### config.mk
export PLATFORM = sky130hd
export DESIGN_NAME = eth_transmitter
export DESIGN_NICKNAME = d
export VERILOG_FILES = /design/src/rtl/eth_pkg.sv /design/src/rtl/eth_sck_timer.sv /design/src/rtl/eth_transmitter.sv
export SDC_FILE = /design/constraint.sdc
export NUM_CORES = 1
export LEC_CHECK = 0
export CAP_MARGIN = 25
export CORE_MARGIN = 1
export CORE_UTILIZATION = 53
export DETAILED_ROUTE_END_ITERATION = 12
export HOLD_SLACK_MARGIN = 0.12
export PLACE_DENSITY_LB_ADDON = 0.3
export SLEW_MARGIN = 15
export SYNTH_ARGS = -nofsm -noshare
export SYNTH_HDL_FRONTEND = slang
export SYNTH_SLANG_ARGS = --single-unit
### constraint.sdc
create_clock -name clk -period 2.3 [get_ports clk]
set_input_delay 0.46 -clock clk [delete_from_list [all_inputs] [get_ports clk]]
set_output_delay 0.46 -clock clk [all_outputs]
set_load 0.05 [all_outputs]
### src/rtl/eth_pkg.sv
// Shared widths and transmitter state encoding for the serial frame link.
package eth_pkg;
    localparam int ETH_ADDR_W = 11;
    localparam int ETH_DATA_W = 8;

    typedef enum logic [2:0] {
        IDLE,
        ADDR,
        LOAD,
        LOW,
        HIGH,
        FINISH
    } tx_state_t;
endpackage

### src/rtl/eth_sck_timer.sv
// Half-period timer for the serial clock: counts CLK_DIV cycles while run is
// high and strobes phase_end on the last cycle of each half-period.
module eth_sck_timer #(
    parameter int CLK_DIV = 2
) (
    input  logic clk,
    input  logic rst,
    input  logic run,
    output logic phase_end
);
    logic [7:0] cnt;

    assign phase_end = run && (cnt == 8'(CLK_DIV - 1));

    // Counter restarts whenever the phase ends or sck is parked, so every
    // LOW/HIGH phase starts from zero.
    always_ff @(posedge clk) begin
        if (rst || !run || phase_end)
            cnt <= '0;
        else
            cnt <= cnt + 8'd1;
    end
endmodule

### src/rtl/eth_transmitter.sv
// Frame transmitter: reads len bytes from a sync-read buffer and shifts them
// out LSB first on sck/mosi, framed by ena, with a done pulse at frame end.
module eth_transmitter
    import eth_pkg::*;
#(
    parameter int CLK_DIV = 2
) (
    input  logic                  clk,
    input  logic                  rst,
    input  logic                  start,
    input  logic [ETH_ADDR_W-1:0] len,
    output logic [ETH_ADDR_W-1:0] tx_a,
    input  logic [ETH_DATA_W-1:0] tx_d,
    output logic                  sck,
    output logic                  mosi,
    output logic                  ena,
    output logic                  busy,
    output logic                  done
);
    tx_state_t             state, state_next;
    logic [ETH_ADDR_W-1:0] len_q;
    logic [ETH_ADDR_W-1:0] byte_cnt;
    logic [ETH_DATA_W-1:0] shift;
    logic [2:0]            bit_cnt;
    logic                  phase_end;
    logic                  last_byte;

    // The address already points at the current byte, so ADDR only spends the
    // cycle the buffer needs to return data.
    assign tx_a      = byte_cnt;
    assign last_byte = (ETH_ADDR_W'(byte_cnt + 1'b1) == len_q);

    eth_sck_timer #(.CLK_DIV(CLK_DIV)) u_timer (
        .clk       (clk),
        .rst       (rst),
        .run       ((state == LOW) || (state == HIGH)),
        .phase_end (phase_end)
    );

    // State register; reset wins over everything, including start.
    always_ff @(posedge clk) begin
        if (rst)
            state <= IDLE;
        else
            state <= state_next;
    end

    // Datapath: length latch, byte/bit counters and the output shift register.
    always_ff @(posedge clk) begin
        if (rst) begin
            len_q    <= '0;
            byte_cnt <= '0;
            shift    <= '0;
            bit_cnt  <= '0;
        end else begin
            case (state)
                IDLE: begin
                    if (start && (len != '0)) begin
                        len_q    <= len;
                        byte_cnt <= '0;
                    end
                end
                LOAD: begin
                    shift   <= tx_d;
                    bit_cnt <= '0;
                end
                HIGH: begin
                    if (phase_end) begin
                        shift   <= shift >> 1;
                        bit_cnt <= bit_cnt + 3'd1;
                        if (bit_cnt == 3'd7)
                            byte_cnt <= byte_cnt + 1'b1;
                    end
                end
                default: ;
            endcase
        end
    end

    // Next-state and Moore outputs; mosi only moves on entry to LOW, so it is
    // never changing while sck is high.
    always_comb begin
        state_next = state;
        sck        = 1'b0;
        mosi       = 1'b0;
        ena        = 1'b0;
        busy       = 1'b0;
        done       = 1'b0;
        case (state)
            IDLE: begin
                if (start)
                    state_next = (len != '0) ? ADDR : FINISH;
            end
            ADDR: begin
                ena        = 1'b1;
                busy       = 1'b1;
                state_next = LOAD;
            end
            LOAD: begin
                ena        = 1'b1;
                busy       = 1'b1;
                state_next = LOW;
            end
            LOW: begin
                ena  = 1'b1;
                busy = 1'b1;
                mosi = shift[0];
                if (phase_end)
                    state_next = HIGH;
            end
            HIGH: begin
                ena  = 1'b1;
                busy = 1'b1;
                sck  = 1'b1;
                mosi = shift[0];
                if (phase_end) begin
                    if (bit_cnt != 3'd7)
                        state_next = LOW;
                    else
                        state_next = last_byte ? FINISH : ADDR;
                end
            end
            FINISH: begin
                done       = 1'b1;
                state_next = IDLE;
            end
            default: state_next = IDLE;
        endcase
    end
endmodule

* Yosys cells after proc, flatten, opt, wreduce, memory -nomap -nowiden
Cells that the tools add are included.
Storage, ports and cells: bits of input ports 22, register bits 44, output and inout port bits 16, word-level logic and storage cells 58
Cells by class: reductions and logical operators 16, mux-type cells 19, equality and inequality tests 14, add/sub/neg operators 3
Operators with widths (number):
- $mux W11 | 3
- $pmux W11 S2 | 1
- $mux W3 | 7
- $pmux W8 S2 | 1
- $pmux W3 S5 | 1
- $add A11 B1 Y11 const B | 1
- $eq A11 B11 Y1 | 1
- $reduce_bool A11 Y1 | 1
- $eq A3 B3 Y1 const B | 3
- $add A8 B1 Y8 const B | 1
- $eq A8 B1 Y1 const B | 1
- $mux W8 | 1
- $eq A3 B2 Y1 const B | 2
- $ne A2 B1 Y1 const B | 3
- $pmux W3 S2 | 1
- $mux W1 | 4
- $ne A2 B2 Y1 const B | 2
- $reduce_and A2 Y1 | 2
- $reduce_and A4 Y1 | 1
- $reduce_bool A2 Y1 | 2
- $reduce_or A4 Y1 | 1
- $add A3 B1 Y3 const B | 1
- $eq A3 B1 Y1 const B | 1
- $logic_not A3 Y1 | 1
- 6 further kinds | 9

* Longest topological paths before layout
Gate-level depths: netlist (run 1).
word-level depth 6, gate-level depth with buffers 10, mapped depth without buffers 7

* Modules after synthesis
Synthesis (run 1) repeated with hierarchy kept, for this count alone.
Second synthesis, totals: cell total of the unflattened synthesis 285, area, all modules 2336.0 sq um
By module, submodules not included:
- eth_transmitter | seq. area each 720.7 sq um, times used 1, cells each 244, area each 1959.4 sq um
- eth_sck_timer | seq. area each 160.2 sq um, times used 1, cells each 41, area each 376.6 sq um

* Least setup slack after synthesis (run 1)
Ideal clock, no wire load.
path type reg-to-output, from register state[0], to output ena, cell stages (with the launch flop) 5, data arrival time 1.924 ns, path buffers 2, required time 1.840 ns, setup slack -0.084 ns, path through dfxtp_1 -> clkbuf_1 -> nor2_1 -> xnor2_1 -> buf_4
On the way: cells in the longest elaborated chain, start to end 3, elaborated cells between the ends (all ways) 6, those cells by class eq/ne (4); mux (1); reduce/logical (1)
Ends and longest elaborated chain:
- from (decl) | RTL line eth_transmitter.sv:20 | tx_state_t state, state_next;
- from (signal assigned) | RTL line eth_transmitter.sv:45 | state <= state_next;
- $eq A3 B2 Y1, or another cell as far along
- $reduce_or A4 Y1 (no source line) (*)
- $mux W1 (*)
- to (decl) | RTL line eth_transmitter.sv:16 | output logic ena,
Every way passes the cells marked *; elsewhere a longest branch is shown, timed or not.

* Worst setup path in the final report (run 1)
from register byte_cnt[2], in the netlist tx_a[2], to output tx_a[2]
RTL lines:
- from (decl) | RTL line eth_transmitter.sv:22 | logic [ETH_ADDR_W-1:0] byte_cnt;
- from (signal assigned) | RTL line eth_transmitter.sv:72 | byte_cnt <= byte_cnt + 1'b1;
- to (decl) | RTL line eth_transmitter.sv:12 | output logic [ETH_ADDR_W-1:0] tx_a,
No word-level cell between the ends.

==> results_dict.tcl, run 1 <==
set metrics [dict create \
    power.total_uw 1640 \
    num_rows 23 \
    dp_hpwl_um 4010 \
    drive_above_1_share_pct 10.3 \
    grtUsageTotal_pct 27.0 \
    r2r-end "tx_a[9]" \
    grt_max_degree 21 \
    route.vias.total 2319 \
    cp_slowest_stage_delay_ps 880 \
    required_ps 1840 \
    cts_buffers 5 \
    nets 356 \
    synth_compound_area_share_pct 16.9 \
    multi_input_area_um2 1350 \
    nFillCells 339 \
    finish.instance_area_um2 2940 \
    worst_clock_skew_ps 8.92 \
    ir_drop_v 0.000320 \
    ys_ff_latch 44 \
    finalSetupTns_ps 0 \
    synth_cells 291 \
    holdCritPathClass "register to register" \
    start_util_pct 56.9 \
    hp-start "len_q[6]" \
    cts_max_path_buffers 2 \
    register_area_um2 881 \
    layout_common_cells "44 x dfxtp_1, 40 x nor2_1, 32 x clkdlybuf4s50_1" \
    dr.pass1.iters 5 \
    place.gp.congestion 0.902 \
    rsz0062_at_grt "false" \
    wirelength_um 5650 \
    drv_cap 0 \
    path_clk_slew_ps 80 \
    tightestPinTransition_ps 498 \
    cts_tree "built" \
    yosys.area.top_type_share_pct 37.3 \
    hold_depth 2 \
    placed_area_um2 2830 \
    cp.arrival_ps 1740 \
    synth_edf_count 0 \
    synth_area_leaders "dfxtp_1 37%, nor2_1 6.4%, a21oi_1 4.7%" \
    period_needed_ps 2200 \
    htree_levels 2 \
    crit_buf_inv 1 \
    hold_viol_final 0 \
    max_freq_mhz 455 \
    postCtsSetupBuffers 0 \
    synth_top_family_by_area "simple AND/OR/NAND/NOR gates" \
    yosysTopAreaCell "dfxtp_1" \
    finalCritPeriodShare_pct 95.5 \
    dieWidth_um 68.7 \
    setup_viol 0 \
    drc_errors 0 \
    grt_antenna_before_repair 0 \
    die_area_um2 4720 \
    muxShareOfSynthArea_pct 3.82 \
    syn-cell-area_um2 2360 \
    clkLatencyLatePin_ps 300 \
    grt_pass1_vias 2066 \
    cp-end-kind "primary output" \
    min_to "len_q[6]" \
    detail_route.iter0.violations 234 \
    worstPathCellList "clkdlybuf4s50_1" \
    async_reset_ff_share_pct 0 \
    grt_pass1_wl_um 9470 \
    synthSimpleGateAreaFrac_pct 26.0 \
    synthToLayoutAreaGrowth_pct 24.8 \
    postRouteAntennaNets 0 \
    slew_headroom_pct 66.7 \
    ys_types 47 \
    crit_type "register to primary output" \
    coreArea_um2 4140 \
    grt_overflow 0 \
    fin_cells 380 \
    outcome "complete, no violations" \
    critPathSlowestCell "clkdlybuf4s50_1" \
    numPortBuffers 37 \
    synth_fa_ha_area_share_pct 2.65 \
    cp-start-kind "register" \
    critPathTopFamily "buffers and inverters" \
    synth_flop_cell "dfxtp_1" \
    fin_util_pct 71.0 \
    die_h_um 68.7 \
    reg2regPathDepth 7 \
    wl_per_cell_um 14.9 \
    dp.cells 372 \
    worst-r2r-setup-slack_ps 240 \
    pin_count 38 \
    r2r_start "u_timer.cnt[0]" \
    syn_avg_cell_area_um2 8.10 \
    layout_commonest_cell "dfxtp_1" \
    p_per_area_nw_per_um2 557 \
    cts_sinks 44 \
    yosysWarnings 0 \
    cts_root_buffer "clkbuf_8" \
    maxSlewViolCount 0 \
    yosysSeqAreaShare_pct 37.3 \
    cp_max_fo 10 \
    synth_xor_area_share_pct 7.43 \
    viasPerCell 6.10 \
    syn_nets 318 \
    leakagePower_uw 0.00112 \
    antenna_cells 0 \
]
## tightest hold or removal path: stages (launching register included)
cell and delay, ps:
dfxtp_1 320, nand2_1 50, a21oi_1 50
## sequential cells by signal (all words and copies together), names as in the netlist
| signal | flops |
|---|---|
| len_q | 11 |
| tx_a | 11 |
| shift | 8 |
| u_timer.cnt | 8 |
| bit_cnt | 3 |
| state | 3 |
## how the worst max path moves through the flow
stage	depth (start not counted)	startpoint	slack (ps)	endpoint
after global placement	7	u_timer.cnt[0]	240	tx_a[9]
after detailed placement	7	len[0]	230	tx_a[9]
after CTS	4	state[1]	130	mosi
final	1	tx_a[2]	100	tx_a[2]
after global routing	4	state[1]	50	mosi
after floorplan	5	state[2]	90	mosi
## cell type report
cell class / instances / area share [%]
flip-flops and latches: 44 / 29.9
well taps: 50 / 2.12
inverters: 6 / 0.935
clock inverters: 2 / 1.19
clock buffers: 6 / 2.46
multi-input cells: 219 / 45.9
repair buffers: 53 / 17.5
## synthesized netlist by cell type (all sizes together), types with 2 or more instances
| cell type | n |
|---|---|
| nor2 | 40 |
| nor2b | 3 |
| or3 | 6 |
| nand2 | 23 |
| ha | 5 |
| dfxtp | 44 |
| nor4 | 4 |
| nand3b | 2 |
| a41oi | 2 |
| nor3b | 3 |
| buf | 8 |
| xnor2 | 12 |
| or3b | 2 |
| a311oi | 7 |
| nand3 | 16 |
| a21oi | 22 |
| clkbuf | 14 |
| nand4 | 8 |
| a22oi | 2 |
| a31oi | 4 |
| inv | 6 |
| and3 | 5 |
| mux2i | 9 |
| o21ai | 16 |
| a21o | 2 |
| nor3 | 3 |
| xor2 | 8 |
| o311ai | 2 |
## what timing repair did
action	4_1_cts	5_1_grt
hold buffers	0	0
setup endpoints to repair	0	1
resized for setup	0	1
## through the flow
stage / hold WS, ps / worst slack, ps
2_1_floorplan: 436 / 91.7
3_3_place_gp: 445 / 243
3_5_place_dp: 460 / 227
4_1_cts: 472 / 126
5_1_grt: 496 / 53.4
6_report: 470 / 104
## power by group
group	total, uW	switching (uW)	internal [uW]
Combinational	238	122	116
Sequential	812	20.8	791
Clock	591	268	322
Total	1640	411	1230
## logic make-up after synthesis
family	Yosys count
simple gates	121
compound gates	64
flops	44
buf+inv	28
xor+xnor	20
mux	9
fa+ha+maj	5
## routing by layer
metal | global-route usage, % | routed length (um) | up-vias | part of all wire [%]
li1 | - | - | 1105 | -
met1 | 37.0 | 2630 | 1087 | 46
met2 | 40.3 | 2500 | 112 | 44
met3 | 5.76 | 416 | 15 | 7.4
met4 | 12.0 | 112 | 0 | 2.0
met5 | 0 | 0 | - | 0
Power figures use the tool's default switching activity.
==> run 2, diff against run 1 <==
ABC_AREA = 0   (was not set)
==> results of run 2 <==
No change in the layout: final DEF, timing and power equal those of run 1.
==> run 3, diff against run 2 <==
PLACE_DENSITY = 0.77   (was not set)
PLACE_DENSITY_LB_ADDON = not set   (was 0.3)
RECOVER_POWER = 100   (was not set)
SLEW_MARGIN = 20   (was 15)
==> run 3 against run 2 <==
Combinational power down 2%; flip-flop and latch count did not move; wire length fell by 0.11%; critical endpoint unchanged.
==> results_dict.tcl, run 3 (same netlist as run 1, synthesis figures left out) <==
set metrics [dict create \
    cp-start-kind "register" \
    viasPerCell 5.92 \
    route.vias.total 2262 \
    grt_pass1_vias 1948 \
    nets 358 \
    critPathTopFamily "buffers and inverters" \
    tightestPinTransition_ps 591 \
    cp-end-kind "primary output" \
    num_rows 23 \
    worstPathCellList "dlygate4sd3_1" \
    clkLatencyLatePin_ps 300 \
    crit_type "register to primary output" \
    required_ps 1840 \
    setup_viol 0 \
    die_h_um 68.7 \
    holdCritPathClass "register to register" \
    postRouteAntennaNets 0 \
    grt_pass1_wl_um 9190 \
    synthToLayoutAreaGrowth_pct 23.2 \
    cts_tree "built" \
    wl_per_cell_um 14.8 \
    grt_antenna_before_repair 0 \
    drc_errors 0 \
    dieWidth_um 68.7 \
    dp.cells 374 \
    critPathSlowestCell "dlygate4sd3_1" \
    r2r_start "u_timer.cnt[1]" \
    grtUsageTotal_pct 26.3 \
    finalCritPeriodShare_pct 95.4 \
    cp_slowest_stage_delay_ps 920 \
    coreArea_um2 4140 \
    cts_max_path_buffers 2 \
    outcome "complete, no violations" \
    ir_drop_v 0.000476 \
    max_freq_mhz 456 \
    postCtsSetupBuffers 0 \
    cts_buffers 5 \
    slew_headroom_pct 60.7 \
    critPathLaunch "tx_a[2]" \
    multi_input_area_um2 1350 \
    numPortBuffers 37 \
    path_clk_slew_ps 90 \
    start_util_pct 56.9 \
    layout_common_cells "44 x dfxtp_1, 40 x nor2_1, 23 x nand2_1" \
    wirelength_um 5650 \
    finalSetupTns_ps 0 \
    hold_viol_final 0 \
    drive_above_1_share_pct 10.5 \
    dr.pass1.iters 4 \
    drv_cap 0 \
    cp_max_fo 10 \
    p_per_area_nw_per_um2 527 \
    cts_root_buffer "clkbuf_8" \
    die_area_um2 4720 \
    crit_buf_inv 1 \
    register_area_um2 881 \
    detail_route.iter0.violations 200 \
    leakagePower_uw 0.00114 \
    place.gp.congestion 0.889 \
    worst_clock_skew_ps 9.67 \
    rsz0062_at_grt "false" \
    antenna_cells 0 \
    grt_overflow 0 \
    dp_hpwl_um 4060 \
    layout_commonest_cell "dfxtp_1" \
    cp.arrival_ps 1740 \
    pin_count 38 \
    cts_sinks 44 \
    htree_levels 2 \
    maxSlewViolCount 0 \
    fin_cells 382 \
    hp-start "bit_cnt[1]" \
    grt_max_degree 23 \
    nFillCells 371 \
    period_needed_ps 2200 \
]
==> run 3: changes by cell type in the layout (fill, tap and decap cells not counted) <==
cell | previous run | this run
clkdlybuf4s50_1 | 32 | 22
dlygate4sd3_1 | 0 | 10
clkbuf_2 | 0 | 5
clkbuf_1 | 1 | 2
clkinv_4 | 0 | 1
bufinv_16 | 1 | 0
buf_12 | 3 | 2
buf_4 | 18 | 14
clkinv_2 | 1 | 2
==> run 3: layout make-up <==
type	count	area share, %
Clock buffer	5	2.37
Tap cell	50	2.15
Timing Repair Buffer	55	17.1
Sequential cell	44	30.3
Inverter	6	0.947
Multi-Input combinational cell	219	46.4
Clock inverter	3	0.646
==> run 3: final timing paths <==
check | endpoint | slack, ps | depth (start not counted)
hold / removal | bit_cnt[1] | 460 | 2
setup reg to reg | tx_a[2] | 230 | 7
setup / recovery | tx_a[2] | 100 | 1
hold reg to reg | bit_cnt[1] | 460 | 2
==> run 3: power breakdown <==
group	switching, uW	leakage, uW	internal (uW)
logic	122	0.000735	112
clock network	275	0.0000479	212
registers	20.0	0.000357	791
==> run 3: routing by layer <==
| metal | vias up | global-route usage, % | part of all wire (%) |
|---|---|---|---|
| met5 | - | 0 | 0 |
| met4 | 0 | 11.2 | 1.7 |
| met3 | 10 | 3.95 | 6.1 |
| met2 | 93 | 39.0 | 45 |
| met1 | 1042 | 37.8 | 48 |
| li1 | 1117 | - | - |
==> run 3: repair_timing <==
action | CTS | global route
hold buffers | 0 | 0
endpoints found under the setup margin | 0 | 3
gates resized for setup | 0 | 1
==> run 3: per-stage QoR <==
| step | hold slack, ps | worst slack (ps) | util, % | cell area (um^2) | power [uW] |
|---|---|---|---|---|---|
| after detailed placement | 449 | 216 | 68.8 | 2850 | 1070 |
| after global routing | 479 | 51.7 | 70.1 | 2910 | 1590 |
| after floorplan | 436 | 91.7 | - | 2370 | 975 |
| final | 458 | 105 | 70.1 | 2910 | 1530 |
| after CTS | 462 | 148 | 70.9 | 2940 | 1540 |
| after global placement | 442 | 263 | 68.8 | 2850 | 1060 |
